==> src/rtl/mux16_bus_arbiter.sv <==
// Two-requester round-robin arbiter driving a 2:1 datapath mux into one registered
// output stage; grants last one burst, capped at MAX_BURST beats.
module mux16_bus_arbiter #(
    parameter int WIDTH     = 16,
    parameter int MAX_BURST = 8
) (
    input  logic             clk,
    input  logic             reset,
    input  logic             a_valid,
    input  logic [WIDTH-1:0] a_data,
    input  logic             a_last,
    output logic             a_ready,
    input  logic             b_valid,
    input  logic [WIDTH-1:0] b_data,
    input  logic             b_last,
    output logic             b_ready,
    output logic             out_valid,
    output logic [WIDTH-1:0] out_data,
    output logic             out_last,
    input  logic             out_ready,
    output logic             select,
    output logic [1:0]       grant
);
    localparam int CNT_W = (MAX_BURST > 1) ? $clog2(MAX_BURST) : 1;

    typedef enum logic [1:0] {IDLE, GNT_A, GNT_B} state_t;

    state_t           state;
    logic             prio;
    logic [CNT_W-1:0] beat_cnt;

    logic             out_free;
    logic             accept;
    logic             accept_last;
    logic [WIDTH-1:0] mux_data;

    // The output register can take a beat when empty or being drained this cycle.
    assign out_free    = !out_valid || out_ready;
    assign a_ready     = (state == GNT_A) && out_free;
    assign b_ready     = (state == GNT_B) && out_free;
    assign mux_data    = select ? b_data : a_data;
    assign accept      = (a_valid && a_ready) || (b_valid && b_ready);
    assign accept_last = (select ? b_last : a_last) ||
                         (beat_cnt == CNT_W'(MAX_BURST - 1));

    always_ff @(posedge clk) begin
        if (reset) begin
            state     <= IDLE;
            grant     <= 2'b00;
            select    <= 1'b0;
            out_valid <= 1'b0;
            out_data  <= '0;
            out_last  <= 1'b0;
            prio      <= 1'b0;
            beat_cnt  <= '0;
        end else begin
            if (accept) begin
                out_valid <= 1'b1;
                out_data  <= mux_data;
                out_last  <= accept_last;
            end else if (out_ready) begin
                out_valid <= 1'b0;
            end

            case (state)
                IDLE: begin
                    // prio == 0 favours A on a tie, prio == 1 favours B.
                    if (a_valid && (!b_valid || !prio)) begin
                        state  <= GNT_A;
                        select <= 1'b0;
                        grant  <= 2'b01;
                    end else if (b_valid) begin
                        state  <= GNT_B;
                        select <= 1'b1;
                        grant  <= 2'b10;
                    end
                end
                GNT_A, GNT_B: begin
                    if (accept) begin
                        if (accept_last) begin
                            state    <= IDLE;
                            grant    <= 2'b00;
                            prio     <= (state == GNT_A);
                            beat_cnt <= '0;
                        end else begin
                            beat_cnt <= beat_cnt + 1'b1;
                        end
                    end
                end
                default: state <= IDLE;
            endcase
        end
    end
endmodule
==> config.mk <==
export PLATFORM = sky130hd
export DESIGN_NAME = mux16_bus_arbiter
export DESIGN_NICKNAME = d
export VERILOG_FILES = /design/src/rtl/mux16_bus_arbiter.sv
export SDC_FILE = /design/constraint.sdc
export NUM_CORES = 1
export LEC_CHECK = 0
export CORE_MARGIN = 3
export CORE_UTILIZATION = 46
export CTS_BUF_LIST = sky130_fd_sc_hd__clkbuf_2
export CTS_CLUSTER_DIAMETER = 40
export CTS_CLUSTER_SIZE = 12
export DETAILED_ROUTE_END_ITERATION = 8
export MAX_ROUTING_LAYER = met4
export PLACE_DENSITY_LB_ADDON = 0.2
export SETUP_SLACK_MARGIN = 0.5
export SYNTH_ARGS = -nofsm -noshare
export SYNTH_HDL_FRONTEND = slang
export SYNTH_SLANG_ARGS = --single-unit
==> constraint.sdc <==
create_clock -name clk -period 3.1 [get_ports clk]
set_input_delay 0.62 -clock clk [delete_from_list [all_inputs] [get_ports clk]]
set_output_delay 0.62 -clock clk [all_outputs]
set_load 0.02 [all_outputs]
---- Yosys cells after proc, flatten, opt, wreduce, memory -nomap -nowiden ----
Cells that the tools add are included.
word-level totals
  register bits ........................... 27
  logic and storage cells ................. 50
cells by class
  add/subtract/negate cells ............... 1
  equality and inequality tests ........... 6
  muxes and demuxes ....................... 13
  reductions and logical operators ........ 22
operators with widths
  operator               count
  $mux W16               1
  $mux W2                4
  $pmux W2 S2            2
  $reduce_and A3 Y1      2
  $reduce_bool A2 Y1     3
  $logic_and A1 B1 Y1    5
  $mux W1                5
  $logic_or A1 B1 Y1     4
  $ne A2 B2 Y1 const B   2
  $reduce_and A2 Y1      2
  $reduce_and A4 Y1      1
  $add A3 B1 Y3 const B  1
  $eq A3 B3 Y1 const B   1
  $logic_not A1 Y1       3
  $mux W3                1
  $ne A3 B3 Y1 const B   1
  $eq A2 B1 Y1 const B   1
  $eq A2 B2 Y1 const B   1
  $logic_not A2 Y1       1
  $reduce_or A2 Y1       1

---- Depth between registers and ports, before layout ----
  depth after elaboration ................. 7
  gate-level depth with buffers ........... 8
  mapped depth without buffers ............ 6

---- Least setup slack after synthesis ----
Ideal clock, no wire load.
  kind .................................... input -> output
  start ................................... in out_ready
  end ..................................... out a_ready
  data arrival time ....................... 1117 ps
  setup slack ............................. 1363 ps
  cell stages on the path ................. 2
  path through ............................ nand2b_1 -> and2_1
between the ends
  longest elaborated chain between the ends .. 2
ends and longest elaborated chain
  item                 line  source
  from (decl)          20    input logic out_ready,
  $logic_or A1 B1 Y1   38    assign out_free = !out_valid || out_ready;
  $logic_and A1 B1 Y1  39    assign a_ready = (state == GNT_A) && out_free;
  to (decl)            12    output logic a_ready,
Every way passes these cells.

---- Worst setup path in the final report ----
  start ................................... in out_ready
  end ..................................... out b_ready
between the ends
  longest elaborated chain between the ends .. 2
ends and longest elaborated chain
  item                 line  source
  $logic_or A1 B1 Y1   38
  $logic_and A1 B1 Y1  40    assign b_ready = (state == GNT_B) && out_free;
  to (decl)            16    output logic b_ready,
Every way passes these cells.

==> flow_metrics.tcl <==
set metrics [dict create \
    ys.flop_type "dfxtp_1" \
    grt_pass1_vias 1193 \
    grt_usage_pct 19.57 \
    hold_viol 0 \
    vdd_ir_drop_max_v 0.0005214 \
    p_sw_uw 500.7 \
    drtIter0Drc 19 \
    post_drt_wl_per_cell_um 14.22 \
    io_pins 62 \
    multi_input_area_um2 739.5 \
    power_density_mw_per_mm2 646.2 \
    synth_edf_count 0 \
    max_freq_ghz 0.4213 \
    rows 19 \
    cts_setup_buffers 0 \
    yosysTopAreaCellShare_pct 39.67 \
    placed_area_mm2 0.001961 \
    vias 1229 \
    cts_max_level 1 \
    synthTopCellsByCount "dfxtp_1, nor2_1, a211oi_1" \
    grt_max_degree 35 \
    slew_headroom_pct 59.40 \
    place_congestion 0.7898 \
    postCtsHoldBufs 0 \
    netlist_area_mm2 0.001363 \
    synth_cell_types 33 \
    worstPathArrival_ns 1.75 \
    endpoint_kind "output pin" \
    syn_area_per_cell_um2 9.528 \
    setup_viol 0 \
    via_per_inst 5.320 \
    die-area_mm2 0.003651 \
    cts_inserted_buffers 3 \
    core_mm2 0.002781 \
    tns_ns 0 \
    swShare_pct 39.11 \
    maxSlewViolCount 0 \
    reg2reg_depth 5 \
    wirelength_mm 3.284 \
    die_x_um 60.43 \
    p_comb_share_pct 52.0 \
    drc 0 \
    antenna_found_initial 0 \
    cts.path.max_buffers 2 \
    rrSetupSlack_ns 1.27 \
    cp.required_ns 2.48 \
    ctsResizeCount 3 \
    startpoint_type "input port" \
    dpl.hpwl_mm 2.573 \
    area_growth_pct 45.36 \
    p_leak_uw 0.0007178 \
    drtAntennaViolNets 0 \
    syn_inst 143 \
    min_path_type "reg2reg" \
    synthTopCellsByArea "dfxtp_1, mux2i_1, a211oi_1" \
    r2r-start "state[1]" \
    yosysMostFrequentCell "dfxtp_1" \
    yosysSeqAreaShare_pct 39.67 \
    crit_end "b_ready" \
    fillers 223 \
    startpoint "out_ready" \
    clockPowerShare_pct 10.4 \
    cts.sinks 27 \
    start_util_pct 48.99 \
    syn_nets 187 \
    drive_gt1_share_pct 7.500 \
    cts-root-buf "clkbuf_2" \
    seq_area_um2 540.5 \
    path_clk_slew_ns 0.25 \
    status "finished, final reports clean" \
    num_antenna_cells 0 \
    overflow 0 \
    worstMarginPinSlew_ns 0.6036 \
    hold_depth 2 \
    dr.pass1.iters 4 \
    period_needed_ns 2.374 \
    p_seq_share_pct 37.5 \
    intPower_uw 779.3 \
    reg2reg_to "beat_cnt[0]" \
    cts_tree "done" \
    fin_nets 245 \
    clk_latency_ns 0.34 \
    rsz0062_at_grt "false" \
    async_flop_share_pct 0 \
    finClkSkew_ns 0.005500 \
    ys_ff_latch 27 \
    cp_max_fo 7 \
    grt_pass1_wl_mm 5.278 \
    die_y_um 60.43 \
    yosysWarnings 0 \
    final_cell_area_mm2 0.001981 \
    numPortBuffers 61 \
    period_share_pct 76.57 \
    critPathKind "in2out" \
    synth_top_area_cell "dfxtp_1" \
    drv_cap 0 \
]
==> state kept, by name, indices dropped and copies added (netlist names) <==
name	flops
out_valid	1
prio	1
out_data	16
beat_cnt	3
select	1
out_last	1
state	2
grant	2
==> layout make-up <==
type | count | share of cell area [%]
Multi-Input combinational cell | 102 | 37.33
Tap cell | 31 | 1.958
Timing Repair Buffer | 64 | 31.84
Clock inverter | 1 | 0.2527
Sequential cell | 27 | 27.29
Inverter | 3 | 0.5685
Clock buffer | 3 | 0.7581
==> metal layers <==
| layer | share of wire [%] | routed length, um | track usage, % | vias to the layer above |
|---|---|---|---|---|
| met4 | 1.3 | 43 | 5.882 | 0 |
| met3 | 6.7 | 221 | 4.255 | 6 |
| met5 | 0 | 0 | - | - |
| met2 | 51 | 1662 | 33.02 | 44 |
| met1 | 41 | 1356 | 23.34 | 544 |
| li1 | - | - | - | 635 |
==> worst max-delay path: stages <==
cell and delay, ns:
clkdlybuf4s50_1 0.38, nand2b_2 0.25, and2_1 0.19, dlygate4sd2_1 0.31
==> cell families after synthesis <==
logic type	Yosys count	synth area share [%]
multiplexers	17	12.86
AND/OR/NAND/NOR	44	16.90
AO/OA/AOI/OAI	36	19.74
buffers and inverters	14	6.243
adder cells (fa/ha/maj)	5	4.591
flip-flops	27	39.67
==> power groups by stage <==
stage / Sequential (uW) / Clock [uW] / Combinational [uW]
floorplan: 562 / 0 / 357
CTS: 481 / 139 / 670
global route: 491 / 149 / 726
global placement: 481 / 0 / 656
detailed placement: 488 / 0 / 673
finish: 480 / 133 / 666
==> stage by stage <==
stage          utilization (%)  setup WS (ns)  power, uW  hold slack [ns]  std cells
4_1_cts                  71.21         0.7229       1290           0.4739        231
3_5_place_dp             70.49         0.3570       1161           0.4470        227
6_report                 71.21         0.7263       1280           0.4717        231
3_3_place_gp             70.49         0.4065       1137           0.4435        227
5_1_grt                  71.21         0.6864       1366           0.5191        231
2_1_floorplan                -          1.363      919.2           0.4356        143
==> placed cells by master, fill, tap and decap left out, types with 2 or more instances in the layout <==
cell type	count
nand4_1	3
mux2i_1	16
clkdlybuf4s50_1	59
nand2b_1	3
ha_1	5
a21boi_0	2
a211oi_1	17
dlygate4sd2_1	2
nor2_1	19
nand2_1	6
buf_4	3
a21oi_1	9
dfxtp_1	27
clkbuf_2	3
inv_1	3
nand3_1	2
and2_1	3
==> worst min path at each step <==
stage	startpoint	endpoint	slack [ns]
2_1_floorplan	beat_cnt[1]	beat_cnt[1]	0.44
3_3_place_gp	beat_cnt[1]	beat_cnt[1]	0.44
3_5_place_dp	out_last	out_last	0.45
4_1_cts	out_last	out_last	0.47
5_1_grt	beat_cnt[0]	beat_cnt[0]	0.52
6_report	out_last	out_last	0.47
Power figures use the tool's default switching activity.
